## src/rtl/rom_reg_loader_if.sv

```systemverilog
// Purpose: bundles the ROM port, direct-write port, register outputs and fill status of the loader.
// Latency: none; plain wires between the loader and its neighbours.
// Backpressure: none; start/wr_en are single-cycle strobes, no ready return.
interface rom_reg_loader_if #(
    parameter int WIDTH = 32,
    parameter int SEL_W = 3
) ();
    logic             start;
    logic [SEL_W-1:0] rom_addr;
    logic [WIDTH-1:0] rom_data;
    logic             wr_en;
    logic [SEL_W-1:0] wr_sel;
    logic [WIDTH-1:0] wr_data;
    logic [WIDTH-1:0] out0, out1, out2, out3, out4, out5, out6, out7;
    logic             busy;
    logic             done;

    // Loader side
    modport slave (
        input  start, rom_data, wr_en, wr_sel, wr_data,
        output rom_addr, out0, out1, out2, out3, out4, out5, out6, out7, busy, done
    );

    // Controller / ROM / mux side
    modport master (
        output start, rom_data, wr_en, wr_sel, wr_data,
        input  rom_addr, out0, out1, out2, out3, out4, out5, out6, out7, busy, done
    );
endinterface

```

## src/rtl/rom_reg_loader.sv

```systemverilog
// Purpose: 8x32 register bank write side; direct single-register writes plus ROM->register bulk fill.
// Latency: direct write visible 1 cycle after the edge; fill takes 2 cycles/word, 16 cycles to DONE.
// Backpressure: none; start while busy/done and wr_en outside IDLE are silently dropped.
module rom_reg_loader #(
    parameter int WIDTH = 32,
    parameter int SEL_W = 3
) (
    input logic            clk,
    input logic            reset_n,
    rom_reg_loader_if.slave bus
);
    localparam int NREG = 1 << SEL_W;
    localparam logic [SEL_W-1:0] LAST = SEL_W'(NREG - 1);

    typedef enum logic [1:0] {
        IDLE  = 2'd0,
        READ  = 2'd1,
        WRITE = 2'd2,
        DONE  = 2'd3
    } state_t;

    state_t           state;
    logic [SEL_W-1:0] idx;
    logic [SEL_W-1:0] rom_addr_q;
    logic             busy_q;
    logic             done_q;
    logic [WIDTH-1:0] regs [NREG];

    // Fill sequencer and register storage; rom_addr is loaded on entry to READ so
    // the synchronous ROM returns the word while the FSM sits in WRITE.
    always_ff @(posedge clk or negedge reset_n) begin
        if (!reset_n) begin
            state      <= IDLE;
            idx        <= '0;
            rom_addr_q <= '0;
            busy_q     <= 1'b0;
            done_q     <= 1'b0;
            for (int i = 0; i < NREG; i++) begin
                regs[i] <= '0;
            end
        end else begin
            case (state)
                IDLE: begin
                    // A write and a start on the same edge both take effect;
                    // the fill later overwrites that register with ROM data.
                    if (bus.wr_en) begin
                        regs[bus.wr_sel] <= bus.wr_data;
                    end
                    if (bus.start) begin
                        state      <= READ;
                        idx        <= '0;
                        rom_addr_q <= '0;
                        busy_q     <= 1'b1;
                    end
                end
                READ: begin
                    state <= WRITE;
                end
                WRITE: begin
                    regs[idx] <= bus.rom_data;
                    if (idx == LAST) begin
                        state  <= DONE;
                        busy_q <= 1'b0;
                        done_q <= 1'b1;
                    end else begin
                        idx        <= idx + 1'b1;
                        rom_addr_q <= idx + 1'b1;
                        state      <= READ;
                    end
                end
                DONE: begin
                    done_q <= 1'b0;
                    state  <= IDLE;
                end
                default: begin
                    state <= IDLE;
                end
            endcase
        end
    end

    assign bus.rom_addr = rom_addr_q;
    assign bus.busy     = busy_q;
    assign bus.done     = done_q;
    assign bus.out0     = regs[0];
    assign bus.out1     = regs[1];
    assign bus.out2     = regs[2];
    assign bus.out3     = regs[3];
    assign bus.out4     = regs[4];
    assign bus.out5     = regs[5];
    assign bus.out6     = regs[6];
    assign bus.out7     = regs[7];
endmodule

```

## src/flat_wrapper.sv

```systemverilog
// flat-port wrapper written by rule: the top's interface ports become plain ports
module rom_reg_loader_flat 
#(
    parameter int WIDTH = 32,
    parameter int SEL_W = 3
)
  (clk, reset_n, bus_start, bus_rom_data, bus_wr_en, bus_wr_sel, bus_wr_data, bus_rom_addr, bus_out0, bus_out1, bus_out2, bus_out3, bus_out4, bus_out5, bus_out6, bus_out7, bus_busy, bus_done);
  rom_reg_loader_if #(.WIDTH(WIDTH), .SEL_W(SEL_W)) bus_i ();
  input logic clk;
  input logic reset_n;
  input wire logic [$bits(bus_i.start)-1:0] bus_start;
  input wire logic [$bits(bus_i.rom_data)-1:0] bus_rom_data;
  input wire logic [$bits(bus_i.wr_en)-1:0] bus_wr_en;
  input wire logic [$bits(bus_i.wr_sel)-1:0] bus_wr_sel;
  input wire logic [$bits(bus_i.wr_data)-1:0] bus_wr_data;
  output wire logic [$bits(bus_i.rom_addr)-1:0] bus_rom_addr;
  output wire logic [$bits(bus_i.out0)-1:0] bus_out0;
  output wire logic [$bits(bus_i.out1)-1:0] bus_out1;
  output wire logic [$bits(bus_i.out2)-1:0] bus_out2;
  output wire logic [$bits(bus_i.out3)-1:0] bus_out3;
  output wire logic [$bits(bus_i.out4)-1:0] bus_out4;
  output wire logic [$bits(bus_i.out5)-1:0] bus_out5;
  output wire logic [$bits(bus_i.out6)-1:0] bus_out6;
  output wire logic [$bits(bus_i.out7)-1:0] bus_out7;
  output wire logic [$bits(bus_i.busy)-1:0] bus_busy;
  output wire logic [$bits(bus_i.done)-1:0] bus_done;
  assign bus_i.start = bus_start;
  assign bus_i.rom_data = bus_rom_data;
  assign bus_i.wr_en = bus_wr_en;
  assign bus_i.wr_sel = bus_wr_sel;
  assign bus_i.wr_data = bus_wr_data;
  assign bus_rom_addr = bus_i.rom_addr;
  assign bus_out0 = bus_i.out0;
  assign bus_out1 = bus_i.out1;
  assign bus_out2 = bus_i.out2;
  assign bus_out3 = bus_i.out3;
  assign bus_out4 = bus_i.out4;
  assign bus_out5 = bus_i.out5;
  assign bus_out6 = bus_i.out6;
  assign bus_out7 = bus_i.out7;
  assign bus_busy = bus_i.busy;
  assign bus_done = bus_i.done;
  rom_reg_loader #(.WIDTH(WIDTH), .SEL_W(SEL_W)) u_core (.clk(clk), .reset_n(reset_n), .bus(bus_i));
endmodule
```

## config.mk

```make
export PLATFORM = sky130hd
export DESIGN_NAME = rom_reg_loader_flat
export DESIGN_NICKNAME = d
export VERILOG_FILES = /design/src/rtl/rom_reg_loader_if.sv /design/src/rtl/rom_reg_loader.sv /design/src/flat_wrapper.sv
export SDC_FILE = /design/constraint.sdc
export NUM_CORES = 1
export LEC_CHECK = 0
export CORE_ASPECT_RATIO = 1.25
export CORE_UTILIZATION = 51
export DETAILED_ROUTE_END_ITERATION = 10
export HOLD_SLACK_MARGIN = 0.05
export PLACE_DENSITY = 0.81
export SKIP_CTS_REPAIR_TIMING = 1
export SLEW_MARGIN = 20
export SYNTH_ARGS = -nofsm -noshare
export SYNTH_HDL_FRONTEND = slang
export SYNTH_SLANG_ARGS = --single-unit
export TNS_END_PERCENT = 5
```

## constraint.sdc

```tcl
create_clock -name clk -period 2.9 [get_ports clk]
set_clock_uncertainty 0.2 [all_clocks]
set_input_delay 0.58 -clock clk [delete_from_list [all_inputs] [get_ports clk]]
set_output_delay 0.58 -clock clk [all_outputs]
set_load 0.01 [all_outputs]
```

* Word-level counts from Yosys, hierarchy flattened
Cells that the tools add are included.
** Operators by class
- Add/sub/neg operators :: 1
- Multiplexer cells :: 19
- Equality and inequality tests :: 8
- $lt $le $gt $ge :: 4
- Reductions and logical operators :: 9
- Bitwise gates (word level) :: 2
** Operator list (number)
- $bwmux W256 :: 2
- $pmux W256 S2 :: 1
- $mux W256 :: 1
- $demux W32 S3 :: 2
- $mux W32 :: 2
- $ge A4 B4 Y1 const B :: 2
- $lt A4 B1 Y1 const B :: 2
- $not A3 Y4 :: 2
- $pmux W2 S4 :: 1
- $mux W3 :: 2
- $ne A2 B2 Y1 const B :: 3
- $pmux W3 S2 :: 1
- $reduce_and A3 Y1 :: 2
- $eq A2 B2 Y1 const B :: 2
- $mux W2 :: 2
- $pmux W1 S2 :: 2
- $reduce_and A2 Y1 :: 2
- $reduce_bool A2 Y1 :: 2
- $add A3 B1 Y3 const B :: 1
- $eq A3 B3 Y1 const B :: 1
- $mux W1 :: 3
- $eq A2 B1 Y1 const B :: 1
- $logic_and A1 B1 Y1 :: 2
- $logic_not A2 Y1 :: 1
- $ne A2 B1 Y1 const B :: 1
** Storage, ports and cells
- Output and inout port bits :: 261
- Logic and storage cells :: 55
- Bits of input ports :: 71
- Register bits after elaboration :: 263

* Depth between registers and ports, before layout
- Depth in word-level cells :: 8
- Mapped depth :: 7
- Depth with buffers taken out :: 5

* Least setup slack after synthesis
OpenSTA, ideal clock, no wires.
- Path type :: input to register
- Start :: in bus_wr_sel[1]
- End :: reg u_core.regs (netlist bit u_core.bus.out5[0])
- Setup slack :: 0.650 ns
- Buffers on the path :: 4
- Setup time :: 0.141 ns
- Stages on the path :: 7
- Required time :: 2.559 ns
- Data arrival time :: 1.909 ns
- Path through :: buf_2 > or4b_1 > buf_6 > buf_6 > clkbuf_1 > o21ai_0 > a31oi_1
** On the way
- Longest elaborated chain between the ends :: 8
- Elaborated cells between the ends (all ways) :: 9
- Classes of those cells :: order compare: 2; mux: 5; bitwise: 1; reduce/logical: 1
** RTL lines
- start, declared :: line flat_wrapper.sv:14 : input wire logic [$bits(bus_i.wr_sel)-1:0] bus_wr_sel;
- $not A3 Y4 (not written as such) * :: line rom_reg_loader.sv:47 : regs[bus.wr_sel] <= bus.wr_data;
- $ge A4 B4 Y1 (not written as such) / $lt A4 B1 Y1 (equally long branches) :: line rom_reg_loader.sv:47
- $logic_and A1 B1 Y1 (not written as such) :: line rom_reg_loader.sv:47
- $mux W32 (not written as such) :: line rom_reg_loader.sv:47
- $demux W32 S3 * :: line rom_reg_loader.sv:47
- $bwmux W256 * :: line rom_reg_loader.sv:47
- $mux W256 * :: line rom_reg_loader.sv:46 : if (bus.wr_en) begin
- $pmux W256 S2 * :: line rom_reg_loader.sv:42 : case (state)
- end signal, assigned by index :: line rom_reg_loader.sv:47
- end signal, assigned by index :: line rom_reg_loader.sv:60 : regs[idx] <= bus.rom_data;
- end, declared :: line rom_reg_loader.sv:27 : logic [WIDTH-1:0] regs [NREG];
Every way passes the cells marked *; elsewhere a longest branch is shown, timed or not. The select of a mux whose other input is x is not followed.
A chain may end at the register's enable or synchronous reset.

==> results.json <==
{
  "status": "finished clean",
  "globalRouteOverflowTotal": 0,
  "port_buffers": 331,
  "async_flop_share": 1.00,
  "vias": 15000,
  "critPathKind": "flop to primary output",
  "grt_pass1_vias": 14300,
  "cts.clk_slew.worst_paths_ns": 0.07,
  "fin_util": 0.684,
  "end_kind": "primary output",
  "drtIter0Drc": 2203,
  "synth.avg_cell_area_um2": 10.1,
  "synth_fa_ha_area_frac": 0.00258,
  "finalSetupViolCount": 0,
  "die-area_um2": 29200,
  "numCtsBuffers": 26,
  "wl_um": 55200,
  "required_ns": 2.12,
  "yosys_warnings": 0,
  "die_w_um": 153,
  "htree_levels": 1,
  "layout_min_cycle_time_ns": 2.69,
  "core_um2": 27800,
  "synthSimpleGateAreaFrac": 0.154,
  "fp.dieH_um": 191,
  "fmax_ghz": 0.372,
  "drcViolationCount": 0,
  "hold_path.class": "flop to flop",
  "std_cell_rows": 68,
  "place_hpwl_um": 36200,
  "drive_gt1_frac": 0.124,
  "clkLatencyLatePin_ns": 0.54,
  "syn2layout_area_growth_pct": 31.0,
  "vdd_drop_max_mv": 0.554,
  "track_usage": 0.371,
  "ant_nets": 0,
  "slew_viol_final": 0,
  "max_stage_delay_ns": 0.72,
  "pwr-share-seq": 0.355,
  "synthMuxAreaShare": 0.000775,
  "p_clk_frac": 0.175,
  "synth_compound_area_frac": 0.313,
  "drt_pre_antenna_iters": 6,
  "root_buffer": "clkbuf_16",
  "synth_fp_nets": 1518,
  "crit_path_start_kind": "flop",
  "cp_slowest_cell": "dfrtp_1",
  "cts.sinks": 263,
  "hold_viol_final": 0,
  "syn_area_um2": 14500,
  "p_comb_frac": 0.471,
  "crit_buf_inv": 1,
  "cap_violations": 0,
  "io_pins": 332,
  "clockBufferDepth": 3,
  "powerDensity_nw_per_um2": 1060,
  "totalPowerFinal_w": 0.0202,
  "yosysTopAreaCell": "dfrtp_1",
  "grt_setup_unrepaired": "no",
  "setup_tns_ns": 0,
  "antenna_found_initial": 0,
  "cp_cell_sequence": "clkdlybuf4s50_1",
  "synth-seq-area-share": 0.453,
  "synth_edf_count": 0,
  "synth_cell_types": 41,
  "crit_family": "flip-flops",
  "synthTopCellsByCount": "dfrtp_1 (263), o32ai_1 (176), clkbuf_1 (170), nand4_1 (129), a2bb2oi_1 (119)",
  "power.internal_w": 0.0128,
  "worst_pin_slew_ns": 0.642,
  "synth_top_family_by_area": "compound AO/OA/AOI/OAI gates",
  "wl_per_cell_um": 27.7,
  "syn_inst": 1444,
  "synth_top_cell_area_share": 0.453,
  "p_leak_nw": 6.62,
  "synth_ff_type": "dfrtp_1",
  "ys_ff_latch": 263,
  "cts_tree": "done",
  "switchingPower_w": 0.00741,
  "initial_core_util": 0.522,
  "cp_max_fo": 13,
  "grt_max_degree": 75,
  "synth.top_cells.by_area": "dfrtp_1 (45%), o32ai_1 (11%), a2bb2oi_1 (7.2%)",
  "vias_per_cell": 7.52,
  "insertedDiodeCount": 0,
  "finalCritPeriodShare": 0.928,
  "synth_xor_area_frac": 0,
  "slew_headroom": 0.572,
  "gp_congestion": 0.952,
  "grt_pass1_wl_um": 85600,
  "synthMostInstantiatedCell": "dfrtp_1",
  "arrival_ns": 1.91,
  "finalNetCount": 1698,
  "switching_share": 0.366
}
[placed cells by master (no fill, tap or decap), types with 3 or more instances in the layout]
cell type        instances
clkdlybuf4s50_1        329
dfrtp_1                263
o32ai_1                176
nand4_1                129
a2bb2oi_1              119
nand3_1                105
o21ai_0                 79
nor3_1                  75
a31oi_1                 75
a2bb2oi_2               61
buf_4                   59
clkbuf_16               27
nor2b_1                 22
nand4b_1                22
buf_12                  20
clkbuf_1                 9
clkbuf_8                 7
o22ai_1                  5
a22o_1                   5
nand2b_2                 4
nand2_1                  4
o22ai_4                  3
o22ai_2                  3
inv_1                    3
a21oi_1                  3
ha_1                     3
[registers in the layout, indices dropped and copies added (netlist names)]
signal / flops
u_core.bus.out0: 32
u_core.bus.out1: 32
u_core.bus.out2: 32
u_core.bus.out3: 32
u_core.bus.out4: 32
u_core.bus.out5: 32
u_core.bus.out6: 32
u_core.bus.out7: 32
u_core.idx: 3
u_core.state: 2
u_core.bus.busy: 1
u_core.bus.done: 1
[layout make-up]
cell class	instances	area [µm²]
flip-flops and latches	263	6580
clock buffers	43	806
clock inverters	3	67.6
fillers	2056	8800
repair buffers	410	4160
inverters	3	11.3
multi-input cells	920	6960
well taps	350	438
[path summary, 6_finish.rpt]
| check | start | to | slack (ns) | cells past startpoint |
|---|---|---|---|---|
| min | u_core.bus.out5[20]$_DFFE_PN0P_ | u_core.bus.out5[20]$_DFFE_PN0P_ | 0.32 | 1 |
| max | u_core.idx[2]$_DFFE_PN0P_ | bus_rom_addr[2] | 0.21 | 1 |
| min reg2reg | u_core.bus.out5[20]$_DFFE_PN0P_ | u_core.bus.out5[20]$_DFFE_PN0P_ | 0.32 | 1 |
| max in group asynchronous | reset_n | u_core.bus.out7[5]$_DFFE_PN0P_ | 1.29 | 3 |
| max reg2reg | u_core.state[0]$_DFFE_PN0P_ | u_core.bus.out6[3]$_DFFE_PN0P_ | 0.51 | 5 |
| min in group asynchronous | reset_n | u_core.bus.out6[26]$_DFFE_PN0P_ | 0.37 | 2 |
[per-stage QoR]
step / cells / setup WS (ns) / hold WS, ns / area, µm²
after floorplan: 1444 / 0.650 / 0.0844 / 14500
after global placement: 1945 / 0.162 / 0.304 / 18100
after detailed placement: 1945 / 0.125 / 0.280 / 18100
after CTS: 1991 / 0.235 / -0.192 / 19000
after global routing: 1992 / 0.209 / 0.332 / 19000
final: 1992 / 0.208 / 0.316 / 19000
[layer usage]
layer  global-route usage  up-vias  part of all wire
met1                0.512     7262              0.37
li1                     -     6168                 -
met4                0.187        0             0.053
met2                0.553     1344              0.45
met3               0.0777      209              0.12
met5                    0        -                 0
[cell families (layout without fill, tap and decap cells)]
logic type | Yosys count | count (layout)
adder cells (fa/ha/maj) | 3 | 3
flip-flops | 263 | 263
AO/OA/AOI/OAI | 531 | 531
AND/OR/NAND/NOR | 385 | 385
buffers and inverters | 261 | 459
multiplexers | 1 | 1
[power groups by stage]
stage                     combinational, W  sequential, W  clock (W)
final                              0.00953        0.00718    0.00353
after global placement             0.00922        0.00714          0
after global routing                0.0100        0.00731    0.00367
after floorplan                    0.00363        0.00743          0
after detailed placement           0.00943        0.00713          0
after CTS                          0.00948        0.00712    0.00353
(Power assumes the default switching activity.)
